`src/rtl/data_mem_responder.sv`:
```
// Purpose: stage-3/4 data memory responder: 256-word RAM, LED, switches, cycle counter, compare/flag MMIO.
// Latency: read data registered, valid exactly one cycle after the address; stores commit at the same edge.
// Backpressure: none; an access is accepted every cycle and a read is always performed (read-first on writes).
module data_mem_responder #(
    parameter int RAM_WORDS   = 256,
    parameter int SYNC_STAGES = 2
) (
    input  logic        clk,
    input  logic        rst_n,
    input  logic [8:0]  addr_mem,
    input  logic [15:0] wdata_mem,
    input  logic        write_mem,
    output logic [15:0] rdata_mem,
    input  logic [15:0] sw_in,
    output logic [15:0] led_out,
    output logic        timer_flag
);

    localparam int AW = $clog2(RAM_WORDS);

    localparam logic [8:0] ADDR_LED  = 9'h100;
    localparam logic [8:0] ADDR_SW   = 9'h140;
    localparam logic [8:0] ADDR_CNT  = 9'h180;
    localparam logic [8:0] ADDR_CMP  = 9'h1C0;
    localparam logic [8:0] ADDR_STAT = 9'h1C1;

    logic [15:0] ram_q [RAM_WORDS];
    logic [15:0] sync_q [SYNC_STAGES];

    logic [15:0] led_q,   led_d;
    logic [15:0] cnt_q,   cnt_d;
    logic [15:0] cmp_q,   cmp_d;
    logic [15:0] rdata_q, rdata_d;
    logic        flag_q,  flag_d;

    logic        is_ram;
    logic        match;
    logic        flag_clr;

    assign is_ram = (int'(addr_mem) < RAM_WORDS);

    // Compare matches use the pre-edge compare value; zero disables the timer.
    assign match = (cnt_q == cmp_q) && (cmp_q != 16'h0000);

    // RAM store port; contents are intentionally left out of reset.
    always_ff @(posedge clk) begin
        if (write_mem && is_ram) begin
            ram_q[addr_mem[AW-1:0]] <= wdata_mem;
        end
    end

    // Register next-state: stores to MMIO, counter clear beats increment, flag set beats clear.
    always_comb begin
        led_d    = led_q;
        cmp_d    = cmp_q;
        cnt_d    = cnt_q + 16'd1;
        flag_clr = 1'b0;
        if (write_mem) begin
            case (addr_mem)
                ADDR_LED:  led_d    = wdata_mem;
                ADDR_CNT:  cnt_d    = 16'h0000;
                ADDR_CMP:  cmp_d    = wdata_mem;
                ADDR_STAT: flag_clr = 1'b1;
                default:   ;
            endcase
        end
        flag_d = match | (flag_q & ~flag_clr);
    end

    // Read mux over pre-edge state, which gives read-first behaviour on every source.
    always_comb begin
        rdata_d = 16'h0000;
        if (is_ram) begin
            rdata_d = ram_q[addr_mem[AW-1:0]];
        end else begin
            case (addr_mem)
                ADDR_LED:  rdata_d = led_q;
                ADDR_SW:   rdata_d = sync_q[SYNC_STAGES-1];
                ADDR_CNT:  rdata_d = cnt_q;
                ADDR_CMP:  rdata_d = cmp_q;
                ADDR_STAT: rdata_d = {15'b0, flag_q};
                default:   rdata_d = 16'h0000;
            endcase
        end
    end

    // State registers and switch synchronizer chain, all cleared asynchronously.
    always_ff @(posedge clk or negedge rst_n) begin
        if (!rst_n) begin
            led_q   <= 16'h0000;
            cnt_q   <= 16'h0000;
            cmp_q   <= 16'h0000;
            rdata_q <= 16'h0000;
            flag_q  <= 1'b0;
            for (int i = 0; i < SYNC_STAGES; i++) begin
                sync_q[i] <= 16'h0000;
            end
        end else begin
            led_q   <= led_d;
            cnt_q   <= cnt_d;
            cmp_q   <= cmp_d;
            rdata_q <= rdata_d;
            flag_q  <= flag_d;
            sync_q[0] <= sw_in;
            for (int i = 1; i < SYNC_STAGES; i++) begin
                sync_q[i] <= sync_q[i-1];
            end
        end
    end

    assign rdata_mem  = rdata_q;
    assign led_out    = led_q;
    assign timer_flag = flag_q;

endmodule

```
`config.mk`:
```
export PLATFORM = sky130hd
export DESIGN_NAME = data_mem_responder
export DESIGN_NICKNAME = d
export VERILOG_FILES = /design/src/rtl/data_mem_responder.sv
export SDC_FILE = /design/constraint.sdc
export NUM_CORES = 2
export LEC_CHECK = 0
export BUFFER_PORTS_ARGS = -buffer_cell sky130_fd_sc_hd__buf_2
export CAP_MARGIN = 20
export CORE_ASPECT_RATIO = 1.2
export CORE_MARGIN = 3
export CORE_UTILIZATION = 62
export DETAILED_ROUTE_END_ITERATION = 8
export GPL_ROUTABILITY_DRIVEN = 0
export GPL_TIMING_DRIVEN = 0
export HOLD_SLACK_MARGIN = 0.08
export PLACE_DENSITY = 0.83
export SLEW_MARGIN = 20
export SYNTH_ARGS = -nofsm -noshare
export SYNTH_HDL_FRONTEND = slang
export SYNTH_SLANG_ARGS = --single-unit
```
`constraint.sdc`:
```
create_clock -name clk -period 4.3 [get_ports clk]
set_input_delay 0.86 -clock clk [delete_from_list [all_inputs] [get_ports clk]]
set_output_delay 0.86 -clock clk [all_outputs]
set_load 0.03 [all_outputs]
```
==> flow_summary.ini, run 1 <==
[synth]
synth_top_cells_by_area = edfxtp_1, mux4_2, mux2i_1
synthTopCellsByCount = edfxtp_1, mux4_2, mux2i_1
synth_seq_cells = 4193
synth_edf_count = 4096
yosysWarnings = 0
avgSynthCellArea_um2 = 21.15
synth_most_common_cell = edfxtp_1
synth.distinct_cells = 61
synth_fp_nets = 7665
synth_cells = 7620
yosysTopAreaCellShare_pct = 76.30
synth_top_area_cell = edfxtp_1
synth_ff_type = edfxtp_1
seq_area_frac_synth_pct = 77.81
syn_area_mm2 = 0.1612
async_flop_share_pct = 2.313

[floorplan]
initial_core_util_pct = 62.47
die_w_um = 471.5
die_y_um = 564.6
rows = 204
pin_count = 77

[placement]
portBuffers = 73
dp.cells = 11381
dp_hpwl_mm = 346.9

[global_route]
grt_max_degree = 149
antenna_found_initial = 126

[run_status]
status = aborted with a tool error
stop_stage = global routing (5_1_grt)
tool.error = [ERROR GRT-0228] Horizontal edge usage exceeds the maximum allowed. (29, 33) usage=65535 limit=3200

[clock_tree]
h-tree-depth = 5
cts.sinks = 4193
numCtsBuffers = 387
clk_path_buf_depth = 4
cts-root-buf = clkbuf_16

[timing]
worstEndpointGrtRepair = ram_q[245][13]$_DFFE_PP_/DE
endpoint_type = register input
-- logic make-up after synthesis --
group | synth area share, %
AOI/OAI and AO/OA | 3.141
xor gates and xnor gates | 0.1413
adders and majority gates | 0.007761
buffers and inverters | 1.539
DFF | 77.81
muxes | 15.01
and+or+nand+nor | 2.349
-- metrics by stage --
| stage | worst slack, ns | hold WS [ns] | area, um^2 |
|---|---|---|---|
| 3_5_place_dp | -2.598 | 0.3347 | 170900 |
| 4_1_cts | -0.002674 | 0.1766 | 184400 |
| 2_1_floorplan | 0.2425 | 0.3312 | 161200 |
| 3_3_place_gp | -4.030 | 0.3403 | 165800 |
-- what timing repair did --
| action | CTS |
|---|---|
| hold endpoints to repair | 58 |
| buffers inserted | 28 |
| hold buffers | 17 |
| pin swaps | 16 |
| resized for setup | 162 |
| setup endpoints to repair | 3238 |
==> run 2, diff against run 1 <==
--- a/config.mk
+++ b/config.mk
@@ -7,14 +7,12 @@
 export LEC_CHECK = 0
 export BUFFER_PORTS_ARGS = -buffer_cell sky130_fd_sc_hd__buf_2
 export CAP_MARGIN = 20
-export CORE_ASPECT_RATIO = 1.2
 export CORE_MARGIN = 3
-export CORE_UTILIZATION = 62
+export CORE_UTILIZATION = 40
 export DETAILED_ROUTE_END_ITERATION = 8
 export GPL_ROUTABILITY_DRIVEN = 0
 export GPL_TIMING_DRIVEN = 0
-export HOLD_SLACK_MARGIN = 0.08
-export PLACE_DENSITY = 0.83
+export PLACE_DENSITY_LB_ADDON = 0.15
 export SLEW_MARGIN = 20
 export SYNTH_ARGS = -nofsm -noshare
 export SYNTH_HDL_FRONTEND = slang
==> run 2 against run 1 <==
Net effect:
- the flow now finishes, with violations (setup timing)
- synthesized cell count unchanged
- synthesized area unchanged
==> flow_summary.ini, run 2 <==
[final_layout]
seqCellArea_mm2 = 0.1254
area_delta_synth_final_pct = 17.06
layout_commonest_cell = edfxtp_1
fin_util_pct = 47.14
fin_nets = 8461
final_cell_mix = edfxtp_1, mux4_2, mux2i_1
fillCellCount = 33077
drive_above_1_share_pct = 28.67
largest_reg_flops = 4096
multi_input_area_mm2 = 0.03553

[synth]
synth_most_common_cell = edfxtp_1
synth_fp_nets = 7665
async_flop_share_pct = 2.313
synth.distinct_cells = 61
synth_seq_cells = 4193
syn_area_mm2 = 0.1612
synth_top_cells_by_area = edfxtp_1, mux4_2, mux2i_1
yosysTopAreaCellShare_pct = 76.30
synth_ff_type = edfxtp_1
seq_area_frac_synth_pct = 77.81
synth_edf_count = 4096
avgSynthCellArea_um2 = 21.15
synth_cells = 7620
synth_top_area_cell = edfxtp_1
synthTopCellsByCount = edfxtp_1, mux4_2, mux2i_1
yosysWarnings = 0

[route]
route.vias.total = 85694
drt_iter0_markers = 11977
wl_mm = 545.5
drc = 0
first_pass_iters = 9
drt.antenna.violating_nets = 0
wl_per_cell_um = 38.74
vias_per_cell = 6.085

[global_route]
antenna_found_initial = 54
track_usage_pct = 26.25
grt_pass1_vias = 83695
grt_max_degree = 134
overflow = 0
grt_pass1_wl_mm = 729.3

[clock_tree]
clk_latency_ns = 0.99
clk_path_buf_depth = 4
clk_pin_slew_ns = 0.06
h-tree-depth = 5
numCtsBuffers = 436
cts_tree = built
cts-root-buf = clkbuf_16
cts.sinks = 4193

[worst_setup_path]
worst-r2r-cell-count = 6
crit_fanout = 10
path_common_cell = clkbuf_1
r2r_slack_ns = 0.63
end_kind = register
crit_cells = 10
path_delay_family = buffers and inverters
cpPeakStageDelay_ns = 0.61
path_cells = buf_2 -> clkbuf_1 -> nor2b_2 -> clkbuf_1 -> buf_1 -> nand3_1 -> clkbuf_2 -> buf_12 -> nor2_2 -> buf_6
rr_endpoint = rdata_mem[10]$_DFF_PN0_
crit_arrival_ns = 5.28
worstReg2RegStart = ram_q[123][10]$_DFFE_PP_
path_class = in -> reg
cp_slowest_cell = nand3_1
startpoint_type = primary input
crit_required_ns = 4.98
critPathBufInv = 7

[run]
maxCapViolCount = 0

[placement]
dp_hpwl_mm = 381.0
portBuffers = 73
pre_cts_ws_ns = -2.254

[worst_hold_path]
whs_path_depth = 2
holdPathEnd = led_out[14]$_DFFE_PN0P_
hold_start = wdata_mem[14]
hold_path_class = in -> reg

[pwr]
power_frac_clock_pct = 42.3
p_total_mw = 86.85
p_seq_share_pct = 51.9
switching_share_pct = 22.51
ir_drop_mv = 0.3253
p_switching_mw = 19.55
powerDensity_mw_per_mm2 = 460.3
p_leak_nw = 59.79
p_comb_share_pct = 5.8
power.internal_mw = 67.30

[timing]
finalWorstSetupSlack_ns = -0.2972
skew_ns = 0.07127
slew_viol_final = 0
finalSetupViolCount = 647
post-route-period-util_pct = 106.9
setup_tns_ns = -62.28
period_minus_slack_ns = 4.597
hold_viol_final = 0
max_freq_ghz = 0.2175
slew_headroom_pct = 7.282
rsz0062_at_grt = true
tightest_slew_ns = 1.391

[floorplan]
die_y_um = 640.8
pin_count = 77
rows = 232
core_mm2 = 0.4003
die_w_um = 640.8
initial_core_util_pct = 40.27
fp.dieArea_mm2 = 0.4107

[run_status]
violations = setup timing
status = finished with violations
==> run 2: how the worst max path moves through the flow <==
| stage | from | endpoint | slack (ns) |
|---|---|---|---|
| global placement | addr_mem[1] | ram_q[115][9]$_DFFE_PP_ | -4.26 |
| CTS | addr_mem[4] | rdata_mem[4]$_DFF_PN0_ | -0.07 |
| global route | addr_mem[1] | ram_q[126][11]$_DFFE_PP_ | 0.003 |
| floorplan | addr_mem[4] | ram_q[146][0]$_DFFE_PP_ | 0.24 |
| finish | addr_mem[8] | ram_q[216][7]$_DFFE_PP_ | -0.30 |
| detailed placement | addr_mem[1] | rdata_mem[4]$_DFF_PN0_ | -2.25 |
==> run 2: cells by family after synthesis <==
| group | count (synthesis) | share of synthesized area [%] |
|---|---|---|
| buffers and inverters | 462 | 1.539 |
| DFF | 4193 | 77.81 |
| AOI/OAI and AO/OA | 724 | 3.141 |
| muxes | 1434 | 15.01 |
| adders and majority gates | 1 | 0.007761 |
| xor gates and xnor gates | 26 | 0.1413 |
| and+or+nand+nor | 780 | 2.349 |
==> run 2: repair_timing <==
item / CTS / global route
pin swaps: 20 / 6
endpoints found under the setup margin: 2776 / 472
setup buffers: 26 / 3
hold buffers: 17 / 0
resized for setup: 185 / 32
endpoints found under the hold margin: 54 / 0
==> run 2: layout make-up <==
cell class / count / area share [%]
sequential: 4193 / 66.47
multi-input combinational: 2965 / 18.83
clock buffer: 568 / 6.220
tap: 5265 / 3.491
timing repair buffer: 364 / 2.471
buffer: 444 / 1.389
clock inverter: 220 / 1.040
antenna: 51 / 0.06763
inverter: 12 / 0.02387
==> run 2: power by group through the flow <==
stage	Sequential, mW	Combinational (mW)	Clock, mW
after CTS	45.1	4.99	37.2
after detailed placement	45.9	4.88	0
after global placement	46.1	4.59	0
after floorplan	45.9	2.04	0
final	45.1	5.07	36.7
after global routing	45.1	5.16	38.8
==> run 2: routing by layer <==
layer | vias to the layer above | global-route usage (%) | wire [um]
li1 | 33655 | - | -
met1 | 46124 | 35.16 | 212800
met2 | 4842 | 39.51 | 244700
met3 | 1065 | 7.300 | 56270
met4 | 8 | 12.99 | 31630
met5 | - | 0 | 53
==> run 2: metrics by stage <==
stage          hold WS, ns  cell area [um^2]  cells
4_1_cts            0.08781            188400  14029
2_1_floorplan       0.3312            161200   7620
6_report            0.1583            188700  14082
5_1_grt             0.1432            188600  14056
3_5_place_dp        0.3357            173300  13203
3_3_place_gp        0.3352            168200  12958
==> run 2: worst reg2reg max path, cell delays in order, from the launching register on <==
cell      delay [ns]
edfxtp_1        0.36
mux4_2          0.49
a32oi_1         0.41
nand4_1         0.65
or4_1           0.96
a211oi_2        0.45
nor3_4          0.16
No activity file was read; power rests on OpenSTA's default activity.
